### src/rtl/lsu_stbuf_queue.sv
// Store buffer: in-order FIFO of committed store words feeding the DCCM/PIC port.
// Define RV_LSU_STBUF_FWD_EN to build the DC2->DC3 store-to-load forwarding path.
module lsu_stbuf_queue #(
  parameter int DEPTH  = 4,
  parameter int ADDR_W = 16,
  parameter int DATA_W = 32,
  parameter int ECC_W  = 7
) (
  input  logic                      clk,
  input  logic                      rst,
  input  logic                      stq_wr_en,
  input  logic [ADDR_W-1:0]         stq_wr_addr,
  input  logic                      stq_wr_in_pic,
  input  logic [DATA_W-1:0]         stq_wr_data,
  input  logic [ECC_W-1:0]          stq_wr_ecc,
  input  logic [DATA_W/8-1:0]       stq_wr_byteen,
  output logic                      stbuf_reqvld_any,
  output logic [ADDR_W-1:0]         stbuf_addr_any,
  output logic                      stbuf_addr_in_pic_any,
  output logic [DATA_W-1:0]         stbuf_data_any,
  output logic [ECC_W-1:0]          stbuf_ecc_any,
  input  logic                      lsu_stbuf_commit_any,
  output logic                      stbuf_full,
  output logic                      stbuf_empty,
  output logic [$clog2(DEPTH):0]    stbuf_count,
  output logic                      stbuf_overflow,
  input  logic                      fwd_en_dc2,
  input  logic [ADDR_W-1:0]         fwd_addr_lo_dc2,
  input  logic [ADDR_W-1:0]         fwd_addr_hi_dc2,
  output logic [DATA_W-1:0]         stbuf_fwddata_lo_dc3,
  output logic [DATA_W-1:0]         stbuf_fwddata_hi_dc3,
  output logic [DATA_W/8-1:0]       stbuf_fwdbyteen_lo_dc3,
  output logic [DATA_W/8-1:0]       stbuf_fwdbyteen_hi_dc3
);

  localparam int PW = $clog2(DEPTH);
  localparam int CW = PW + 1;
  localparam int BW = DATA_W / 8;

  logic [PW-1:0]     rd_ptr;
  logic [PW-1:0]     wr_ptr;
  logic [CW-1:0]     count;
  logic [DEPTH-1:0]  ent_vld;
  logic [DEPTH-1:0]  ent_pic;
  logic [ADDR_W-1:0] ent_addr [DEPTH];
  logic [DATA_W-1:0] ent_data [DEPTH];
  logic [ECC_W-1:0]  ent_ecc  [DEPTH];
  logic [BW-1:0]     ent_be   [DEPTH];

  logic wr_ok;
  logic rd_ok;

  // A full queue can still accept when the head drains this cycle
  assign wr_ok = stq_wr_en &
                 ((count < CW'(DEPTH)) | lsu_stbuf_commit_any);
  assign rd_ok = lsu_stbuf_commit_any & (count != '0);

  always_ff @(posedge clk) begin
    if (rst) begin
      rd_ptr         <= '0;
      wr_ptr         <= '0;
      count          <= '0;
      ent_vld        <= '0;
      stbuf_overflow <= 1'b0;
    end else begin
      if (rd_ok) begin
        ent_vld[rd_ptr] <= 1'b0;
        rd_ptr          <= rd_ptr + PW'(1);
      end
      // Set after clear: full with enq+deq reuses the head slot
      if (wr_ok) begin
        ent_vld[wr_ptr] <= 1'b1;
        wr_ptr          <= wr_ptr + PW'(1);
      end else if (stq_wr_en) begin
        stbuf_overflow <= 1'b1;
      end
      if (wr_ok && !rd_ok)
        count <= count + CW'(1);
      else if (rd_ok && !wr_ok)
        count <= count - CW'(1);
    end
  end

  always_ff @(posedge clk) begin
    if (wr_ok) begin
      ent_addr[wr_ptr] <= stq_wr_addr;
      ent_pic[wr_ptr]  <= stq_wr_in_pic;
      ent_data[wr_ptr] <= stq_wr_data;
      ent_ecc[wr_ptr]  <= stq_wr_ecc;
      ent_be[wr_ptr]   <= stq_wr_byteen;
    end
  end

  assign stbuf_empty           = (count == '0);
  assign stbuf_full            = (count == CW'(DEPTH));
  assign stbuf_count           = count;
  assign stbuf_reqvld_any      = ~stbuf_empty;
  assign stbuf_addr_any        = stbuf_empty ? '0 : ent_addr[rd_ptr];
  assign stbuf_addr_in_pic_any = ~stbuf_empty & ent_pic[rd_ptr];
  assign stbuf_data_any        = stbuf_empty ? '0 : ent_data[rd_ptr];
  assign stbuf_ecc_any         = stbuf_empty ? '0 : ent_ecc[rd_ptr];

`ifdef RV_LSU_STBUF_FWD_EN
  typedef struct packed {
    logic [DATA_W-1:0] data;
    logic [BW-1:0]     be;
  } fwd_t;

  fwd_t fwd_lo;
  fwd_t fwd_hi;

  // Walk oldest to youngest so younger bytes overwrite older ones
  function automatic fwd_t lookup(input logic [ADDR_W-1:0] a);
    fwd_t          r;
    logic [PW-1:0] idx;
    r = '0;
    for (int i = 0; i < DEPTH; i++) begin
      idx = rd_ptr + PW'(i);
      if (ent_vld[idx] && !ent_pic[idx] &&
          ent_addr[idx][ADDR_W-1:2] == a[ADDR_W-1:2]) begin
        for (int b = 0; b < BW; b++) begin
          if (ent_be[idx][b]) begin
            r.data[8*b +: 8] = ent_data[idx][8*b +: 8];
            r.be[b]          = 1'b1;
          end
        end
      end
    end
    return r;
  endfunction

  always_comb begin
    fwd_lo = lookup(fwd_addr_lo_dc2);
    fwd_hi = lookup(fwd_addr_hi_dc2);
  end

  always_ff @(posedge clk) begin
    if (rst) begin
      stbuf_fwddata_lo_dc3   <= '0;
      stbuf_fwddata_hi_dc3   <= '0;
      stbuf_fwdbyteen_lo_dc3 <= '0;
      stbuf_fwdbyteen_hi_dc3 <= '0;
    end else if (fwd_en_dc2) begin
      stbuf_fwddata_lo_dc3   <= fwd_lo.data;
      stbuf_fwddata_hi_dc3   <= fwd_hi.data;
      stbuf_fwdbyteen_lo_dc3 <= fwd_lo.be;
      stbuf_fwdbyteen_hi_dc3 <= fwd_hi.be;
    end
  end

  logic unused_fwd;
  assign unused_fwd = ^{fwd_addr_lo_dc2[1:0], fwd_addr_hi_dc2[1:0]};
`else
  assign stbuf_fwddata_lo_dc3   = '0;
  assign stbuf_fwddata_hi_dc3   = '0;
  assign stbuf_fwdbyteen_lo_dc3 = '0;
  assign stbuf_fwdbyteen_hi_dc3 = '0;

  logic unused_fwd;
  assign unused_fwd = ^{fwd_en_dc2, fwd_addr_lo_dc2, fwd_addr_hi_dc2,
                        ent_vld, stq_wr_byteen};
  logic [BW-1:0] unused_be;
  always_comb begin
    unused_be = '0;
    for (int i = 0; i < DEPTH; i++) unused_be = unused_be ^ ent_be[i];
  end
`endif

endmodule
### config.mk
export PLATFORM = sky130hd
export DESIGN_NAME = lsu_stbuf_queue
export DESIGN_NICKNAME = d
export VERILOG_FILES = /design/src/rtl/lsu_stbuf_queue.sv
export SDC_FILE = /design/constraint.sdc
export NUM_CORES = 1
export LEC_CHECK = 0
export CAP_MARGIN = 0
export CORE_MARGIN = 2
export CORE_UTILIZATION = 45
export CTS_CLUSTER_DIAMETER = 60
export DETAILED_ROUTE_END_ITERATION = 7
export PLACE_DENSITY_LB_ADDON = 0.08
export SYNTH_ARGS = -nofsm -noshare
export SYNTH_HDL_FRONTEND = slang
export SYNTH_SLANG_ARGS = --single-unit
### constraint.sdc
create_clock -name clk -period 6 [get_ports clk]
set_input_delay 1.5 -clock clk [delete_from_list [all_inputs] [get_ports clk]]
set_output_delay 1.5 -clock clk [all_outputs]
set_load 0.005 [all_outputs]
==> out/metrics.yaml, run 1 <==
logic_synthesis:
  synthTopCellsByCount: "edfxtp_1, buf_4, mux4_2"
  ys_seq_elements: 234
  syn_inst: 482
  synthArstFlopShare: 0
  yosysUniqueCellTypes: 27
  synth-seq-area-share: 0.729
  synth_area_per_cell_sq_um: 19.7
  synth_flop_cell: "edfxtp_1"
  synth_most_common_cell: "edfxtp_1"
  synth.top_cell.area_share: 0.708
  synth-edff-count: 224
  netlist_area_sq_um: 9510
  yosysWarningCount: 0
  synth_area_leaders: "edfxtp_1, mux4_2, buf_4"
  yosysTopAreaCell: "edfxtp_1"
clocking:
  ctsHoldBuffers: 0
  clkTransAtPathRegs_ns: 0.06
  cts.htree.levels: 1
  clock_path_buffers: 3
  cts-root-buf: "clkbuf_16"
  clkSinkCount: 234
  cts_tree: "done"
  cts_buffers: 25
  clock_latency_ns: 0.51
  post-cts-setup-buffer-count: 0
  ctsResizeCount: 0
final_layout:
  stdcell_count: 908
  syn_to_final_growth_pct: 20.6
  fin_nets: 717
  postLayoutCellArea_sq_um: 11500
  final_core_util: 0.549
  drive_gt1_frac: 0.156
  diodes: 0
  fillers: 1628
route:
  drc: 0
  ant_nets: 0
  firstDrtPassIters: 4
  drt-total-wl_um: 16900
  post_drt_via_cell_ratio: 4.90
  vias: 4452
  drt-met1-wl_um: 6790
  top_layer: "met4"
  first_iter_violations: 129
  wl_per_cell_um: 18.7
  wl_met2_um: 8820
  routed-wl-met3_um: 1060
global_route:
  grt_pass1_vias: 4693
  grt_max_degree: 57
  grt_pass1_wl_um: 25900
  overflow: 0
  antenna_found_initial: 0
  track_usage: 0.153
flow_run:
  cap_violations: 0
critical_path:
  crit_buf_inv: 2
  worstPathCellList: "nor3_4 > buf_12 > and2b_1 > clkdlybuf4s50_1"
  critical_path_class: "flop to output port"
  crit_slowest_cell: "nor3_4"
  crit_family: "simple AND/OR/NAND/NOR gates"
  cp.required_ns: 4.50
  path_max_fanout: 42
  cp_data_arrival_time_ns: 2.76
  cp_slowest_stage_delay_ns: 0.81
  end_kind: "output port"
  startpoint_type: "flop"
sta:
  rsz0062_at_grt: "no"
  worst_pin_slew_ns: 0.961
  final_hold_viol_count: 0
  timing.hold.ws_ns: 0.464
  fin_crit_sh: 0.710
  maxSlewViolCount: 0
  slew_headroom: 0.360
  skew_ns: 0.0129
  fmax_ghz: 0.235
  period_minus_slack_ns: 4.26
  setup-tns-final_ns: 0
  setup_violations: 0
outcome:
  status: "finished clean"
die:
  chipHeight_um: 149
  die_w_um: 149
  io_pins: 232
  start_util: 0.455
  dieArea_sq_um: 22300
  rows: 53
  core-area_sq_um: 20900
placement:
  place_inst: 862
  post-dp-hpwl_um: 9230
  dpl_cell_area_sq_um: 10700
  io_buffers: 122
  routabilityCongestion: 0.742
power:
  vdd_drop_max_uv: 245
  p_leak_nw: 3.77
  cellPowerDensity_nw_per_um2: 421
hold_path:
  min_path_type: "flop to flop"
[tightest hold or removal path: cells and delay by family (launching register included)]
kind,cells,cell delay (ns)
simple gates,1,0.07
flops,1,0.32
compound gates,1,0.04
[placed cells by master, fill, tap and decap left out]
| cell | instances |
|---|---|
| a21oi_1 | 5 |
| and2b_1 | 3 |
| and3_4 | 4 |
| buf_12 | 1 |
| buf_4 | 2 |
| clkbuf_1 | 9 |
| clkbuf_16 | 25 |
| clkdlybuf4s50_1 | 122 |
| clkinv_1 | 4 |
| clkinv_2 | 6 |
| clkinvlp_4 | 1 |
| conb_1 | 72 |
| dfxtp_1 | 8 |
| dfxtp_4 | 2 |
| edfxtp_1 | 224 |
| fa_1 | 1 |
| ha_1 | 5 |
| inv_1 | 5 |
| inv_6 | 1 |
| mux2i_1 | 1 |
| mux4_2 | 56 |
| nand2_1 | 1 |
| nand2b_1 | 1 |
| nand3_1 | 2 |
| nor2_1 | 6 |
| nor2b_1 | 54 |
| nor3_4 | 1 |
| nor3b_1 | 1 |
| o21ai_0 | 4 |
| o31ai_1 | 1 |
| or3_1 | 2 |
| xor2_1 | 3 |
[registers in the layout, indices dropped and copies added (netlist names), named ones only]
name            flops
stbuf_count         3
ent_pic             4
wr_ptr              2
ent_ecc            28
stbuf_overflow      1
rd_ptr              2
ent_data          128
ent_addr           64
[cells by family after synthesis]
logic type	after synthesis	share of synthesized area
AO/OA/AOI/OAI	10	0.00553
AND/OR/NAND/NOR	75	0.0482
adder cells (fa/ha/maj)	6	0.00869
multiplexers	57	0.134
buffers and inverters	96	0.0720
other	1	0.000395
flip-flops	234	0.729
XOR/XNOR	3	0.00276
[cell type report]
cell class                      count  area, sq um  area share
Inverter                            5         18.8     0.00164
Clock buffer                       34          659      0.0575
Multi-Input combinational cell    223         2190       0.191
Sequential cell                   234         6930       0.605
Timing Repair Buffer              125         1260       0.110
Clock inverter                     12         61.3     0.00535
Tap cell                          275          344      0.0300
[power breakdown]
part | switching [mW] | internal, mW | leakage [nW]
sequential | 0.0921 | 1.93 | 2.14
clock | 0.577 | 0.769 | 0.353
combinational | 0.597 | 0.863 | 1.28
total | 1.27 | 3.56 | 3.77
[worst paths after layout]
check	startpoint	to	slack [ns]	depth (start not counted)
max	stbuf_count[0]	stbuf_data_any[24]	1.74	4
min	stbuf_overflow	stbuf_overflow	0.46	2
min reg2reg	stbuf_overflow	stbuf_overflow	0.46	2
max reg2reg	stbuf_count[0]	stbuf_count[2]	3.77	7
[metrics by stage]
| step | power [mW] | setup slack, ns |
|---|---|---|
| 6_report | 4.83 | 1.74 |
| 2_1_floorplan | 2.82 | 2.53 |
| 3_3_place_gp | 3.54 | 2.20 |
| 5_1_grt | 5.09 | 1.54 |
| 4_1_cts | 4.92 | 1.61 |
| 3_5_place_dp | 3.56 | 2.16 |
[metal layers]
metal | up-vias | GRT usage
met1 | 2278 | 0.189
li1 | 1997 | -
met3 | 22 | 0.0391
met4 | 0 | 0.0314
met5 | - | 0
met2 | 155 | 0.275
Power figures use the tool's default switching activity.
==> run 2, diff against run 1 <==
==> constraint.sdc (replaced) <==
create_clock -name clk -period 4.3 [get_ports clk]
set_input_delay 1.075 -clock clk [delete_from_list [all_inputs] [get_ports clk]]
set_output_delay 1.075 -clock clk [all_outputs]
set_load 0.005 [all_outputs]
==> run 2 against run 1 <==
Power up 47%. Highest routed layer unchanged. Utilization up 0.98 points. Clock power up 64%. Die area unchanged. Non-clock buffer count up 7. Clock skew down 0.0070 ns. First-iteration DRC count up 49%. Sequential power up 41%. Setup slack worse by 1.2 ns. Sequential share of layout area down 1.1 points. Critical path type unchanged.
==> out/metrics.yaml, run 2 (same netlist as run 1, synthesis figures left out) <==
clocking:
  cts_buffers: 25
  cts.htree.levels: 1
  cts-root-buf: "clkbuf_16"
  post-cts-setup-buffer-count: 0
  ctsHoldBuffers: 0
  clkTransAtPathRegs_ns: 0.06
  ctsResizeCount: 0
  clock_latency_ns: 0.50
  clock_path_buffers: 3
  cts_tree: "done"
  clkSinkCount: 234
hold_path:
  hold_start: "stbuf_overflow"
  min_to: "stbuf_overflow"
  worstHoldPathCells: 2
  min_path_type: "flop to flop"
final_layout:
  layout_common_cells: "edfxtp_1, clkdlybuf4s50_1, conb_1"
  postLayoutCellArea_sq_um: 11700
  final_core_util: 0.558
  fin_nets: 724
  syn_to_final_growth_pct: 22.7
  reg_top3: "ent_data: 128 flops, ent_addr: 64 flops, ent_ecc: 28 flops"
  drive_gt1_frac: 0.167
  multiInputGateArea_sq_um: 2190
  layout_commonest_cell: "edfxtp_1"
  stdcell_count: 915
  fillers: 1618
  largest_register_ffs: 128
  seq_area_sq_um: 6930
  top_register: "ent_data"
sta:
  slew_headroom: 0.373
  setup-tns-final_ns: 0
  timing.hold.ws_ns: 0.471
  maxSlewViolCount: 0
  setup_ws_ns: 0.579
  final_hold_viol_count: 0
  fmax_ghz: 0.269
  skew_ns: 0.00584
  rsz0062_at_grt: "no"
  setup_violations: 0
  worst_pin_slew_ns: 0.940
  fin_crit_sh: 0.865
  period_minus_slack_ns: 3.72
route:
  first_iter_violations: 192
  drt-total-wl_um: 16900
  ant_nets: 0
  wl_per_cell_um: 18.5
  firstDrtPassIters: 4
  post_drt_via_cell_ratio: 4.90
  drc: 0
  vias: 4484
placement:
  post-dp-hpwl_um: 9740
  place_inst: 869
  io_buffers: 122
  dpl_cell_area_sq_um: 10800
  routabilityCongestion: 0.747
  post-place-ws_ns: 1.02
die:
  chipHeight_um: 149
  die_w_um: 149
  core-area_sq_um: 20900
  dieArea_sq_um: 22300
  io_pins: 232
  start_util: 0.455
  rows: 53
global_route:
  overflow: 0
  gr-usage-met2: 0.271
  met1_usage: 0.190
  grt-busiest-layer: "met2"
  track_usage: 0.153
  grt_pass1_wl_um: 25900
  met3_usage: 0.0352
  grt_max_degree: 61
  grt_pass1_vias: 4703
  antenna_found_initial: 1
critical_path:
  critical_path_class: "flop to output port"
  path_max_fanout: 23
  startpoint_type: "flop"
  end_kind: "output port"
  rrSetupSlack_ns: 2.07
  r2r_end: "stbuf_count[2]"
  r2r-start: "stbuf_count[0]"
  cp.required_ns: 3.22
  cp_data_arrival_time_ns: 2.65
  reg2reg_depth: 7
power:
  vdd_drop_max_uv: 470
  cellPowerDensity_nw_per_um2: 607
  power.total_mw: 7.08
  p_leak_nw: 3.87
flow_run:
  cap_violations: 0
outcome:
  status: "finished clean"
-- run 2: final cells by class --
class / count / area share
Tap cell: 275 / 0.0295
Clock inverter: 9 / 0.0146
Antenna cell: 1 / 0.000215
Timing Repair Buffer: 132 / 0.113
Clock buffer: 36 / 0.0589
Sequential cell: 234 / 0.594
Multi-Input combinational cell: 223 / 0.187
Inverter: 5 / 0.00161
-- run 2: worst max path at each step --
| stage | to | slack, ns | cells after the start |
|---|---|---|---|
| 6_report | stbuf_addr_any[15] | 0.58 | 4 |
| 5_1_grt | stbuf_addr_any[15] | 0.38 | 4 |
| 4_1_cts | stbuf_addr_any[15] | 0.49 | 4 |
| 3_5_place_dp | stbuf_count[2] | 1.02 | 9 |
| 3_3_place_gp | stbuf_data_any[28] | 1.01 | 4 |
| 2_1_floorplan | ent_addr[0][0] | 1.25 | 2 |
-- run 2: critical path: stages (launching register included) --
cell and delay (ns):
dfxtp_4 0.66, buf_4 0.33, mux4_2 0.53, nor2b_1 0.16, clkdlybuf4s50_1 0.46
-- run 2: routing by layer --
metal	vias up	wire length, um
met3	27	1030
li1	2010	-
met4	0	310
met2	169	8740
met5	-	0
met1	2278	6820
-- run 2: where the power goes --
part,total (mW),switching (mW),internal [mW]
Clock,2.21,0.802,1.40
Sequential,2.84,0.151,2.69
Combinational,2.03,0.803,1.23
Total,7.08,1.76,5.32
==> RTL change: new RTL, config.mk and constraints of run 2 <==
Add a define of `RV_LSU_STBUF_FWD_EN`.
--- a/src/rtl/lsu_stbuf_queue.sv
+++ b/src/rtl/lsu_stbuf_queue.sv
@@ -1,5 +1,7 @@
 // Store buffer: in-order FIFO of committed store words feeding the DCCM/PIC port.
 // Define RV_LSU_STBUF_FWD_EN to build the DC2->DC3 store-to-load forwarding path.
+`define RV_LSU_STBUF_FWD_EN
+
 module lsu_stbuf_queue #(
   parameter int DEPTH  = 4,
   parameter int ADDR_W = 16,
Check against the original RTL: not equivalent (a bounded check fails within 4 cycles, from zero or initial values and one cycle with rst high).
==> RTL change against run 2 <==
- hold slack worse by 17 ps
- global-route usage is 14 points higher
- synthesized area grew 120%
- via count rose to 3.8 times the old value
- synthesized cell count rose to 3.9 times the old value
- power increased by 100%
- final area up 120%
- worst setup slack got worse by 440 ps
- clock power rose by 45%
- routed wire length increased to 4.2 times the old value
- sequential cell count rose by 92
- non-clock buffer count rose by 203
- cell count increased to 3.0 times the old value
==> RTL change: results (changes against run 2) <==
mux cell area share after synthesis=21.8% (+8.5 points); crit path capture=stbuf_data_any[11]; DR WL met3=5.35 mm (+420%); met1 Use GR=41.1% (+22 points); DP Cell Count=2669 (+210%); met2 Usage GRT=48.0% (+21 points); top cells by area, synth=edfxtp_1, mux4_2, dfxtp_1; Post-synth EDFFs=240 (+7.1%); FF-to-FF Start=rd_ptr[1]; gate count after technology mapping=1866 (+290%); worst reg2reg path endpoint=stbuf_fwddata_hi_dc3[24]; Unique masters post-synth=96 (+260%); status=finished clean; peak supply drop=521 uV (+11%); sw frac=39.5% (+15 points); DRT met1 WL=30.5 mm (+350%); Port Buffer Count=227 (+86%); Comb group=0.00719 W (+250%); leakage dissipation=8.39 nW (+120%); Pre-antenna DRT Iters=6 (+2); worst-path maximum fanout=20 (-13%); pre-CTS setup slack=58.0 ps (-964 ps); layout net count=2212 (+210%); relative slew slack=32.8% (-4.5 points); Highest Signal Layer=met5; adder-cell share of the synthesized area=0.632% (-0.24 points); Clock power frac=22.4% (-8.8 points); CTS buffer count=40 (+60%); met2 WL=33.8 mm (+290%); drt total wl=71.6 mm (+320%); hold_ws=454 ps (-16.7 ps); sequential share of the synthesized area=42.5% (-30 points); first-pass GRT wire length=107 mm (+310%); Worst Hold Launch=stbuf_fwddata_hi_dc3[13]; layout cells sized above 1=19.1% (+2.4 points)
## RTL change: cell count changes after synthesis, moves of 51 or more
| cell | before | now |
|---|---|---|
| a21oi_1 | 5 | 70 |
| and2_1 | 0 | 51 |
| buf_4 | 72 | 6 |
| clkbuf_1 | 6 | 73 |
| dfxtp_1 | 10 | 86 |
| mux2_2 | 0 | 51 |
| mux2i_1 | 1 | 119 |
| mux4_2 | 56 | 124 |
| nand2_1 | 1 | 163 |
| nor2_1 | 6 | 138 |
| o21ai_0 | 4 | 81 |
| xnor2_1 | 0 | 81 |
## RTL change: cell type report
class,count,share of cell area [%]
Clock buffer,56,4.33
Clock inverter,18,0.516
Inverter,46,0.692
Multi-Input combinational cell,1356,44.2
Sequential cell,326,34.8
Tap cell,607,2.96
Timing Repair Buffer,335,12.5
## RTL change: metrics by stage
step	setup TNS, ps	instance area, um^2
6_report	0	25700
5_1_grt	0	25700
2_1_floorplan	-3850	21200
4_1_cts	0	25700
3_3_place_gp	0	24400
3_5_place_dp	0	24400
